**src/rtl/procik_pkg.sv**
```systemverilog
// procik_pkg: opcode/state enums and instruction field offsets for procik_core
package procik_pkg;
  typedef enum logic [3:0] {
    OP_NOP, OP_LD, OP_ST, OP_LDI, OP_MOV, OP_ADD, OP_SUB, OP_AND,
    OP_OR, OP_XOR, OP_JMP, OP_JZ, OP_JNZ, OP_ILL_D, OP_ILL_E, OP_HALT
  } op_e;
  typedef enum logic [1:0] {FETCH, EXEC, MEM, HALT} state_e;
  function automatic int op_lsb(int dw);
    return dw - 4;
  endfunction
  function automatic int ra_lsb(int dw, int rw);
    return dw - 4 - rw;
  endfunction
  function automatic int rb_lsb(int dw, int rw);
    return dw - 4 - 2 * rw;
  endfunction
endpackage

```
**src/rtl/procik_if.sv**
```systemverilog
// procik_if: word-addressed req/ready memory port with wait-state support
interface procik_if #(parameter int DATA_W = 16, parameter int ADDR_W = 8);
  logic mem_req, mem_we, mem_ready;
  logic [ADDR_W-1:0] mem_addr;
  logic [DATA_W-1:0] mem_wdata, mem_rdata;
  modport master(output mem_req, mem_we, mem_addr, mem_wdata, input mem_rdata, mem_ready);
  modport slave(input mem_req, mem_we, mem_addr, mem_wdata, output mem_rdata, mem_ready);
endinterface

```
**src/rtl/procik_regfile.sv**
```systemverilog
// procik_regfile: NREG x DATA_W registers, two async read ports, one sync write, sync active-low clear
module procik_regfile #(parameter int DATA_W = 16, parameter int NREG = 4) (
  input  logic                      clock,
  input  logic                      reset,
  input  logic                      we,
  input  logic [$clog2(NREG)-1:0]   waddr,
  input  logic [DATA_W-1:0]         wdata,
  input  logic [$clog2(NREG)-1:0]   ra_addr,
  input  logic [$clog2(NREG)-1:0]   rb_addr,
  output logic [DATA_W-1:0]         ra_data,
  output logic [DATA_W-1:0]         rb_data
);
  logic [DATA_W-1:0] r [NREG];
  always_ff @(posedge clock)
    if (!reset) r <= '{default: '0};
    else if (we) r[waddr] <= wdata;
  assign ra_data = r[ra_addr];
  assign rb_data = r[rb_addr];
endmodule

```
**src/rtl/procik_core.sv**
```systemverilog
// procik_core: multi-cycle fetch/exec core with IP, IR, regfile and ALU on a req/ready memory port
module procik_core import procik_pkg::*; #(
  parameter int DATA_W = 16,
  parameter int ADDR_W = 8,
  parameter int NREG   = 4
) (
  input  logic              clock,
  input  logic              reset,
  input  logic              run,
  procik_if.master          mem,
  output logic              halted,
  output logic              illegal,
  output logic [ADDR_W-1:0] ip
);
  localparam int RW = $clog2(NREG);
  localparam int OPL = op_lsb(DATA_W);
  localparam int RAL = ra_lsb(DATA_W, RW);
  localparam int RBL = rb_lsb(DATA_W, RW);
  state_e state, state_nxt;
  op_e op;
  logic [DATA_W-1:0] ir, ir_nxt, ra_d, rb_d, alu, wd;
  logic [ADDR_W-1:0] ip_nxt, imm;
  logic [RW-1:0] ra, rb;
  logic pend, rf_we, take, unused_ir;
  assign op = op_e'(ir[OPL +: 4]);
  assign ra = ir[RAL +: RW];
  assign rb = ir[RBL +: RW];
  assign imm = ir[ADDR_W-1:0];
  assign unused_ir = ^ir;
  assign halted = state == HALT;
  assign take = op == OP_JMP || (op == OP_JZ && ra_d == '0) || (op == OP_JNZ && ra_d != '0);
  assign alu = op == OP_LDI ? DATA_W'(imm) : op == OP_MOV ? rb_d : op == OP_ADD ? ra_d + rb_d :
               op == OP_SUB ? ra_d - rb_d : op == OP_AND ? ra_d & rb_d : op == OP_OR ? ra_d | rb_d : ra_d ^ rb_d;
  // pend keeps a started fetch request alive until ready, even if run drops
  always_comb begin
    mem.mem_req = 1'b0;
    mem.mem_we = 1'b0;
    mem.mem_addr = '0;
    mem.mem_wdata = '0;
    if (reset && state == FETCH) begin
      mem.mem_req = run | pend;
      mem.mem_addr = ip;
    end else if (reset && state == MEM) begin
      mem.mem_req = 1'b1;
      mem.mem_we = op == OP_ST;
      mem.mem_addr = imm;
      mem.mem_wdata = ra_d;
    end
  end
  always_comb begin
    state_nxt = state;
    ip_nxt = ip;
    ir_nxt = ir;
    rf_we = 1'b0;
    wd = alu;
    case (state)
      FETCH: if (mem.mem_req && mem.mem_ready) begin
        ir_nxt = mem.mem_rdata;
        ip_nxt = ip + ADDR_W'(1);
        state_nxt = EXEC;
      end
      EXEC: begin
        rf_we = op inside {OP_LDI, OP_MOV, OP_ADD, OP_SUB, OP_AND, OP_OR, OP_XOR};
        ip_nxt = take ? imm : ip;
        state_nxt = op inside {OP_LD, OP_ST} ? MEM : op inside {OP_HALT, OP_ILL_D, OP_ILL_E} ? HALT : FETCH;
      end
      MEM: if (mem.mem_ready) begin
        rf_we = op == OP_LD;
        wd = mem.mem_rdata;
        state_nxt = FETCH;
      end
      default: ;
    endcase
  end
  always_ff @(posedge clock)
    if (!reset) begin
      state <= FETCH;
      ip <= '0;
      ir <= '0;
      pend <= 1'b0;
      illegal <= 1'b0;
    end else begin
      state <= state_nxt;
      ip <= ip_nxt;
      ir <= ir_nxt;
      pend <= state == FETCH && mem.mem_req && !mem.mem_ready;
      illegal <= illegal | (state == EXEC && (op == OP_ILL_D || op == OP_ILL_E));
    end
  procik_regfile #(.DATA_W(DATA_W), .NREG(NREG)) u_rf (
    .clock(clock), .reset(reset), .we(rf_we), .waddr(ra), .wdata(wd),
    .ra_addr(ra), .rb_addr(rb), .ra_data(ra_d), .rb_data(rb_d)
  );
endmodule

```
**src/flat_wrapper.sv**
```systemverilog
// flat-port wrapper written by rule: the top's interface ports become plain ports
module procik_core_flat import procik_pkg::*;
#(
  parameter int DATA_W = 16,
  parameter int ADDR_W = 8,
  parameter int NREG   = 4
)
  (clock, reset, run, halted, illegal, ip, mem_mem_req, mem_mem_we, mem_mem_addr, mem_mem_wdata, mem_mem_rdata, mem_mem_ready);
  procik_if #(.DATA_W(DATA_W), .ADDR_W(ADDR_W)) mem_i ();
  input  logic clock;
  input  logic reset;
  input  logic run;
  output logic halted;
  output logic illegal;
  output logic [ADDR_W-1:0] ip;
  output wire logic [$bits(mem_i.mem_req)-1:0] mem_mem_req;
  output wire logic [$bits(mem_i.mem_we)-1:0] mem_mem_we;
  output wire logic [$bits(mem_i.mem_addr)-1:0] mem_mem_addr;
  output wire logic [$bits(mem_i.mem_wdata)-1:0] mem_mem_wdata;
  input wire logic [$bits(mem_i.mem_rdata)-1:0] mem_mem_rdata;
  input wire logic [$bits(mem_i.mem_ready)-1:0] mem_mem_ready;
  assign mem_mem_req = mem_i.mem_req;
  assign mem_mem_we = mem_i.mem_we;
  assign mem_mem_addr = mem_i.mem_addr;
  assign mem_mem_wdata = mem_i.mem_wdata;
  assign mem_i.mem_rdata = mem_mem_rdata;
  assign mem_i.mem_ready = mem_mem_ready;
  procik_core #(.DATA_W(DATA_W), .ADDR_W(ADDR_W), .NREG(NREG)) u_core (.clock(clock), .reset(reset), .run(run), .mem(mem_i), .halted(halted), .illegal(illegal), .ip(ip));
endmodule
```
**config.mk**
```make
export PLATFORM = sky130hd
export DESIGN_NAME = procik_core_flat
export DESIGN_NICKNAME = d
export VERILOG_FILES = /design/src/rtl/procik_pkg.sv /design/src/rtl/procik_if.sv /design/src/rtl/procik_regfile.sv /design/src/rtl/procik_core.sv /design/src/flat_wrapper.sv
export SDC_FILE = /design/constraint.sdc
export NUM_CORES = 1
export LEC_CHECK = 0
export CAP_MARGIN = 40
export CORE_ASPECT_RATIO = 2
export CORE_UTILIZATION = 54
export DETAILED_ROUTE_END_ITERATION = 10
export PLACE_DENSITY = 0.78
export SLEW_MARGIN = 20
export SYNTH_ARGS = -nofsm -noshare
export SYNTH_HDL_FRONTEND = slang
export SYNTH_SLANG_ARGS = --single-unit
```
**constraint.sdc**
```tcl
create_clock -name clock -period 4 [get_ports clock]
set_input_delay 0.8 -clock clock [delete_from_list [all_inputs] [get_ports clock]]
set_output_delay 0.8 -clock clock [all_outputs]
set_load 0.02 [all_outputs]
```
==> results.sh, run 1 <==
export IMPL_run_status="finished with violations"
export IMPL_failing_checks="design-rule violations"
export IMPL_clock_fmax_mhz=265
export IMPL_cts_root_buf="clkbuf_16"
export IMPL_kind_of_critical_path="register to register"
export IMPL_wire_per_inst_microns=21.9
export IMPL_report_final_slew_viol_count=0
export IMPL_grt_pass1_vias=7483
export IMPL_postSynth_asyncResetShare_pct=0
export IMPL_rrSetupSlack_ns=0.23
export IMPL_clock_latency_ns=0.34
export IMPL_netlist_area_sq_um=7350
export IMPL_maxCapViolations=0
export IMPL_yosysTopAreaCell="dfxtp_1"
export IMPL_wl_microns=25200
export IMPL_min_path_type="register to register"
export IMPL_most_common_flop_cell_mapped_by_yosys="dfxtp_1"
export IMPL_min_period_ns=3.77
export IMPL_drt_vias_per_instance=6.79
export IMPL_placed_cells_incl_taps=1132
export IMPL_max_clock_path_buffers=2
export IMPL_relSlewSlack_pct=50.7
export IMPL_gp_congestion=1.01
export IMPL_drt_pre_antenna_iters=9
export IMPL_end_kind="register"
export IMPL_post_dp_hpwl_microns=19000
export IMPL_syn_nets=1027
export IMPL_nets=1063
export IMPL_routedLengthMet1_microns=8910
export IMPL_timing_critical_path_fanout_max=7
export IMPL_number_of_buffers_inserted_by_hold_repair_at_cts=0
export IMPL_grtUsageTotal_pct=36.1
export IMPL_worstMarginPinSlew_ns=0.733
export IMPL_final_design_instance_area_without_fill_sq_um=8450
export IMPL_leakagePower_nw=3.03
export IMPL_final_period_utilization_pct=94.4
export IMPL_cts_buffers=9
export IMPL_cts_reportedPaths_clkPinSlew_ns=0.06
export IMPL_number_of_enable_type_register_cells_in_the_synthesized_netlist=0
export IMPL_fillCellCount=1204
export IMPL_final_setup_tns_ns=0
export IMPL_layout_drive_gt1_share_pct=10.5
export IMPL_timing_critical_path_cells="buf_4 -> mux4_2 -> inv_1 -> ha_1 -> inv_2 -> a2111oi_0 -> a21boi_1 -> nor2_1 -> a221o_1 -> a221oi_1 -> a211oi_1 -> a21oi_1"
export IMPL_cts_setup_buffers=0
export IMPL_ys_warnings_count=0
export IMPL_diodes_inserted=0
export IMPL_die_w_microns=84.5
export IMPL_pwr_density_cell_nw_per_um2=237
export IMPL_design_die_area_sq_um=14100
export IMPL_slowest_delay_ns=0.55
export IMPL_synth_yosys_seq_area_share_pct=25.1
export IMPL_antenna_found_initial=0
export IMPL_cts_htree_levels=3
export IMPL_final_antenna_net_count=0
export IMPL_finalSetupViolations=0
export IMPL_critPathTopFamily="compound AO/OA/AOI/OAI gates"
export IMPL_cp_num_buf_inv=3
export IMPL_yosys_register_bits=92
export IMPL_finish_cell_count_without_fillers=1149
export IMPL_grt_max_degree=59
export IMPL_met3WireLength_microns=1560
export IMPL_crit_required_ns=4.27
export IMPL_drtIter0Drc=744
export IMPL_wl_met2_microns=12700
export IMPL_post_cts_resized_instances=0
export IMPL_globalRoute_totalOverflow=0
export IMPL_finalHoldViolations=0
export IMPL_worst_path_max_delay_cell="dfxtp_1"
export IMPL_floorplan_rows=60
export IMPL_layout_setup_ws_ns=0.226
export IMPL_floorplan_initialDensity_pct=55.0
export IMPL_drc_errors=2
export IMPL_postSynthAreaPerCell_sq_um=7.71
export IMPL_post_synth_inst_count=953
export IMPL_ios=56
export IMPL_numPortBuffers=55
export IMPL_tritoncts_clock_tree="done"
export IMPL_synth_top_cell_area_share_pct=25.1
export IMPL_timing_critical_path_arrival_ns=4.04
export IMPL_fin_worst_hold_slack_ns=0.476
export IMPL_core_area_sq_um=13400
export IMPL_yosys_top_cells_area="dfxtp_1 25%, mux4_2 9.8%, ha_1 8.9%, a21oi_1 6.4%, nor2_1 5.7%"
export IMPL_dp_slack_ns=0.329
export IMPL_sink_count=92
export IMPL_critical_path_launch_point_type="register"
export IMPL_die_height_microns=167
export IMPL_area_growth_synth_to_finish_pct=15.0
export IMPL_fin_worst_skew_ns=0.0118
export IMPL_grt_setup_unrepaired="false"
export IMPL_maxUsedRoutingLayer="met4"
export IMPL_synth_distinct_cells=67
export IMPL_global_route_wire_length_before_repair_microns=39200
export IMPL_dr_total_vias=7802
export IMPL_power_ir_vdd_worst_v=0.000367
export IMPL_dpl_instance_area_sq_um=8150
[cell type report]
class	instances	area [sq um]	share of cell area (%)
Clock buffer	11	233	2.76
Clock inverter	5	52.6	0.622
Inverter	53	199	2.36
Multi-Input combinational cell	738	5060	59.9
Sequential cell	92	1840	21.8
Tap cell	155	194	2.30
Timing Repair Buffer	95	871	10.3
[cells by family after synthesis]
kind of cell / count (synthesis) / share of synthesized area, %
compound gates: 316 / 27.5
simple gates: 319 / 19.6
xor+xnor: 12 / 1.43
fa+ha+maj: 54 / 9.40
buf+inv: 123 / 6.57
flops: 92 / 25.1
mux: 37 / 10.5
[metrics by stage]
stage                     power [mW]  util [%]
after global routing            2.06      63.2
final                           2.00      63.2
after global placement          1.18      60.9
after detailed placement        1.18      61.0
after CTS                       2.00      63.2
after floorplan                 1.09         -
[synth_stat cells (8+ instances only)]
| cell | n |
|---|---|
| nor2_1 | 112 |
| o211ai_1 | 12 |
| nand3_1 | 28 |
| nor3_1 | 10 |
| ha_1 | 52 |
| inv_2 | 8 |
| o21ai_0 | 51 |
| inv_1 | 45 |
| nor2b_1 | 11 |
| and3_1 | 9 |
| dfxtp_1 | 92 |
| o21a_1 | 8 |
| xnor2_1 | 10 |
| clkbuf_1 | 57 |
| mux4_2 | 32 |
| nand2_1 | 105 |
| a211oi_1 | 20 |
| a31oi_1 | 14 |
| a21oi_1 | 94 |
| a22oi_1 | 9 |
| o21ai_1 | 28 |
[final timing paths]
check              startpoint           endpoint  cells after the start
min reg2reg  u_core.u_rf.r[9]   u_core.u_rf.r[9]                      2
min          u_core.u_rf.r[9]   u_core.u_rf.r[9]                      2
max reg2reg      u_core.ir[8]  u_core.u_rf.r[39]                     12
max              u_core.ir[8]  u_core.u_rf.r[39]                     12
[cells in the final DEF, fill, tap and decap left out, types with 8 or more instances in the layout]
master           count
nand3_1             28
nor2_1             112
inv_2                8
dfxtp_1             92
o21ai_1             28
a21oi_1             94
clkdlybuf4s50_1     54
nand2_1            105
clkbuf_16            9
inv_1               45
a22oi_1              9
nor2b_1             11
buf_4               38
a31oi_1             14
a211oi_1            20
nor3_1               8
mux4_2              32
ha_1                52
and3_1               9
o21a_1               8
o211ai_1            12
o21ai_0             51
xnor2_1             10
[worst reg2reg max path, delay by kind of cell, from the launching register on]
family,cells,cell delay [ns]
and+or+nand+nor,1,0.15
DFF,1,0.55
buffers and inverters,3,0.43
adders and majority gates,1,0.18
muxes,1,0.36
AOI/OAI and AO/OA,6,2.05
[flip-flops by register name, indices dropped and copies added, names as in the netlist]
signal and count:
u_core.state 2, u_core.ir 16, u_core.illegal 1, u_core.ip 8, u_core.pend 1, u_core.u_rf.r 64
[where the power goes]
| group | total [mW] | leakage (nW) | internal, mW | switching (mW) |
|---|---|---|---|---|
| clock | 0.834 | 0.139 | 0.482 | 0.352 |
| sequential | 0.944 | 0.742 | 0.925 | 0.0190 |
| combinational | 0.224 | 2.15 | 0.0861 | 0.138 |
[layer usage]
layer  vias to the layer above  track usage [%]
met2                       409             63.1
met1                      3702             39.2
met3                       147             4.31
met4                         0             27.5
li1                       3544                -
met5                         -                0
No activity file was read; power rests on OpenSTA's default activity.
==> inputs of run 2 (changes only) <==
--- a/config.mk
+++ b/config.mk
@@ -5,12 +5,10 @@
 export SDC_FILE = /design/constraint.sdc
 export NUM_CORES = 1
 export LEC_CHECK = 0
-export CAP_MARGIN = 40
 export CORE_ASPECT_RATIO = 2
 export CORE_UTILIZATION = 54
 export DETAILED_ROUTE_END_ITERATION = 10
 export PLACE_DENSITY = 0.78
-export SLEW_MARGIN = 20
 export SYNTH_ARGS = -nofsm -noshare
 export SYNTH_HDL_FRONTEND = slang
 export SYNTH_SLANG_ARGS = --single-unit
==> run 2 against run 1 <==
The run still ends with design-rule violations left. Via count down 0.50%. Largest power group unchanged. Combinational power about the same. Global-route usage up 0.078 points. Worst setup slack better by 0.0074 ns. Sequential share of layout area about the same. Critical path type unchanged.
==> results.sh, run 2 (same netlist as run 1, synthesis figures left out) <==
export IMPL_run_status="finished with violations"
export IMPL_failing_checks="design-rule violations"
export IMPL_numPortBuffers=55
export IMPL_timing_critical_path_fanout_max=7
export IMPL_max_clock_path_buffers=2
export IMPL_finalSetupViolations=0
export IMPL_timing_critical_path_arrival_ns=4.04
export IMPL_wl_microns=25100
export IMPL_grt_setup_unrepaired="false"
export IMPL_report_final_slew_viol_count=0
export IMPL_drc_errors=2
export IMPL_cts_root_buf="clkbuf_16"
export IMPL_drt_pre_antenna_iters=9
export IMPL_die_height_microns=167
export IMPL_min_path_type="register to register"
export IMPL_worstMarginPinSlew_ns=1.04
export IMPL_layout_cells_most_common_list="112 x nor2_1, 105 x nand2_1, 94 x a21oi_1, 92 x dfxtp_1, 54 x clkdlybuf4s50_1"
export IMPL_seq_power_share_pct=45.4
export IMPL_clock_latency_ns=0.35
export IMPL_cts_buffers=9
export IMPL_maxCapViolations=0
export IMPL_ios=56
export IMPL_power_report_internal_total_mw=1.55
export IMPL_kind_of_critical_path="register to register"
export IMPL_tritoncts_clock_tree="done"
export IMPL_largestRegisters="u_core.u_rf.r (64), u_core.ir (16), u_core.ip (8)"
export IMPL_dr_total_vias=7763
export IMPL_clock_fmax_mhz=265
export IMPL_globalRoute_totalOverflow=0
export IMPL_area_growth_synth_to_finish_pct=15.1
export IMPL_worst_r2r_path_depth=12
export IMPL_number_of_buffers_inserted_by_hold_repair_at_cts=0
export IMPL_core_area_sq_um=13400
export IMPL_post_dp_hpwl_microns=18900
export IMPL_fin_worst_skew_ns=0.0103
export IMPL_pwr_density_cell_nw_per_um2=246
export IMPL_leakagePower_nw=3.03
export IMPL_relSlewSlack_pct=30.4
export IMPL_end_kind="register"
export IMPL_sw_ratio_pct=25.1
export IMPL_grt_max_degree=59
export IMPL_die_w_microns=84.5
export IMPL_cts_htree_levels=3
export IMPL_power_ir_vdd_worst_v=0.000392
export IMPL_max_ffs_per_register=64
export IMPL_drtIter0Drc=608
export IMPL_critical_path_launch_point_type="register"
export IMPL_fillCellCount=1205
export IMPL_design_die_area_sq_um=14100
export IMPL_grt_pass1_vias=7396
export IMPL_power_share_combinational_pct=10.7
export IMPL_post_cts_resized_instances=0
export IMPL_diodes_inserted=0
export IMPL_drt_vias_per_instance=6.77
export IMPL_cts_setup_buffers=0
export IMPL_final_period_utilization_pct=94.2
export IMPL_antenna_found_initial=0
export IMPL_layout_drive_gt1_share_pct=10.4
export IMPL_global_route_wire_length_before_repair_microns=39200
export IMPL_power_net_switching_uw=522
export IMPL_nets=1060
export IMPL_cts_reportedPaths_clkPinSlew_ns=0.06
export IMPL_min_period_ns=3.77
export IMPL_finalHoldViolations=0
export IMPL_mostFrequentLayoutCell="nor2_1"
export IMPL_register_bank_with_the_most_flops="u_core.u_rf.r"
export IMPL_grtUsageTotal_pct=36.2
export IMPL_gp_congestion=1.01
export IMPL_wire_per_inst_microns=21.9
export IMPL_floorplan_initialDensity_pct=55.0
export IMPL_floorplan_rows=60
export IMPL_final_setup_tns_ns=0
export IMPL_share_clk_of_total_power_pct=43.8
export IMPL_crit_required_ns=4.27
export IMPL_layout_core_utilization_pct=63.3
export IMPL_worst_hold_path_num_cells=2
export IMPL_sink_count=92
export IMPL_final_antenna_net_count=0
## run 2: cell count changes in the layout (fill, tap and decap cells not counted)
cell	previous run	this run
buf_4	38	35
clkbuf_1	2	0
bufinv_16	1	2
clkinv_4	0	1
## run 2: final timing paths
check	from	endpoint	slack (ns)
worst min register to register	u_core.u_rf.r[25]	u_core.u_rf.r[25]	0.48
worst min-delay path	u_core.u_rf.r[25]	u_core.u_rf.r[25]	0.48
worst max register to register	u_core.ir[8]	u_core.u_rf.r[39]	0.23
worst max-delay path	u_core.ir[8]	u_core.u_rf.r[39]	0.23
## run 2: final cells by class
cell class                      count  area [sq um]  area share [%]
Sequential cell                    92          1840            21.8
Multi-Input combinational cell    738          5060            59.8
Inverter                           53           199            2.35
Tap cell                          155           194            2.29
Timing Repair Buffer               92           848            10.0
Clock buffer                        9           225            2.66
Clock inverter                      7          91.3            1.08
## run 2: stage by stage
stage                     instance area [sq um]  setup WS [ns]  power (mW)  std cells  hold WS, ns
after floorplan                            7350          0.218        1.09        953        0.443
after global placement                     8140          0.411        1.18       1130        0.451
after detailed placement                   8140          0.324        1.18       1130        0.462
after CTS                                  8460          0.306        2.08       1146        0.476
after global routing                       8460          0.104        2.14       1146        0.493
final                                      8460          0.233        2.08       1146        0.477
## run 2: power groups by stage
stage	registers, mW	clock network (mW)	logic [mW]
floorplan	0.954	0	0.139
global placement	0.963	0	0.216
detailed placement	0.964	0	0.217
CTS	0.943	0.914	0.218
global route	0.944	0.956	0.238
finish	0.944	0.910	0.223
## run 2: layer usage
| layer | global-route usage (%) | routed length, microns |
|---|---|---|
| met4 | 26.1 | 1720 |
| met3 | 4.36 | 1680 |
| met1 | 39.8 | 8760 |
| met5 | 0 | 0 |
| met2 | 63.3 | 13000 |
## run 2: critical path: stages, from the launching register on
cell and delay, ns:
dfxtp_1 0.53, buf_4 0.25, mux4_2 0.36, inv_1 0.11, ha_1 0.17, inv_2 0.06
a2111oi_0 0.50, a21boi_1 0.40, nor2_1 0.15, a221o_1 0.36, a221oi_1 0.44, a211oi_1 0.18
a21oi_1 0.17
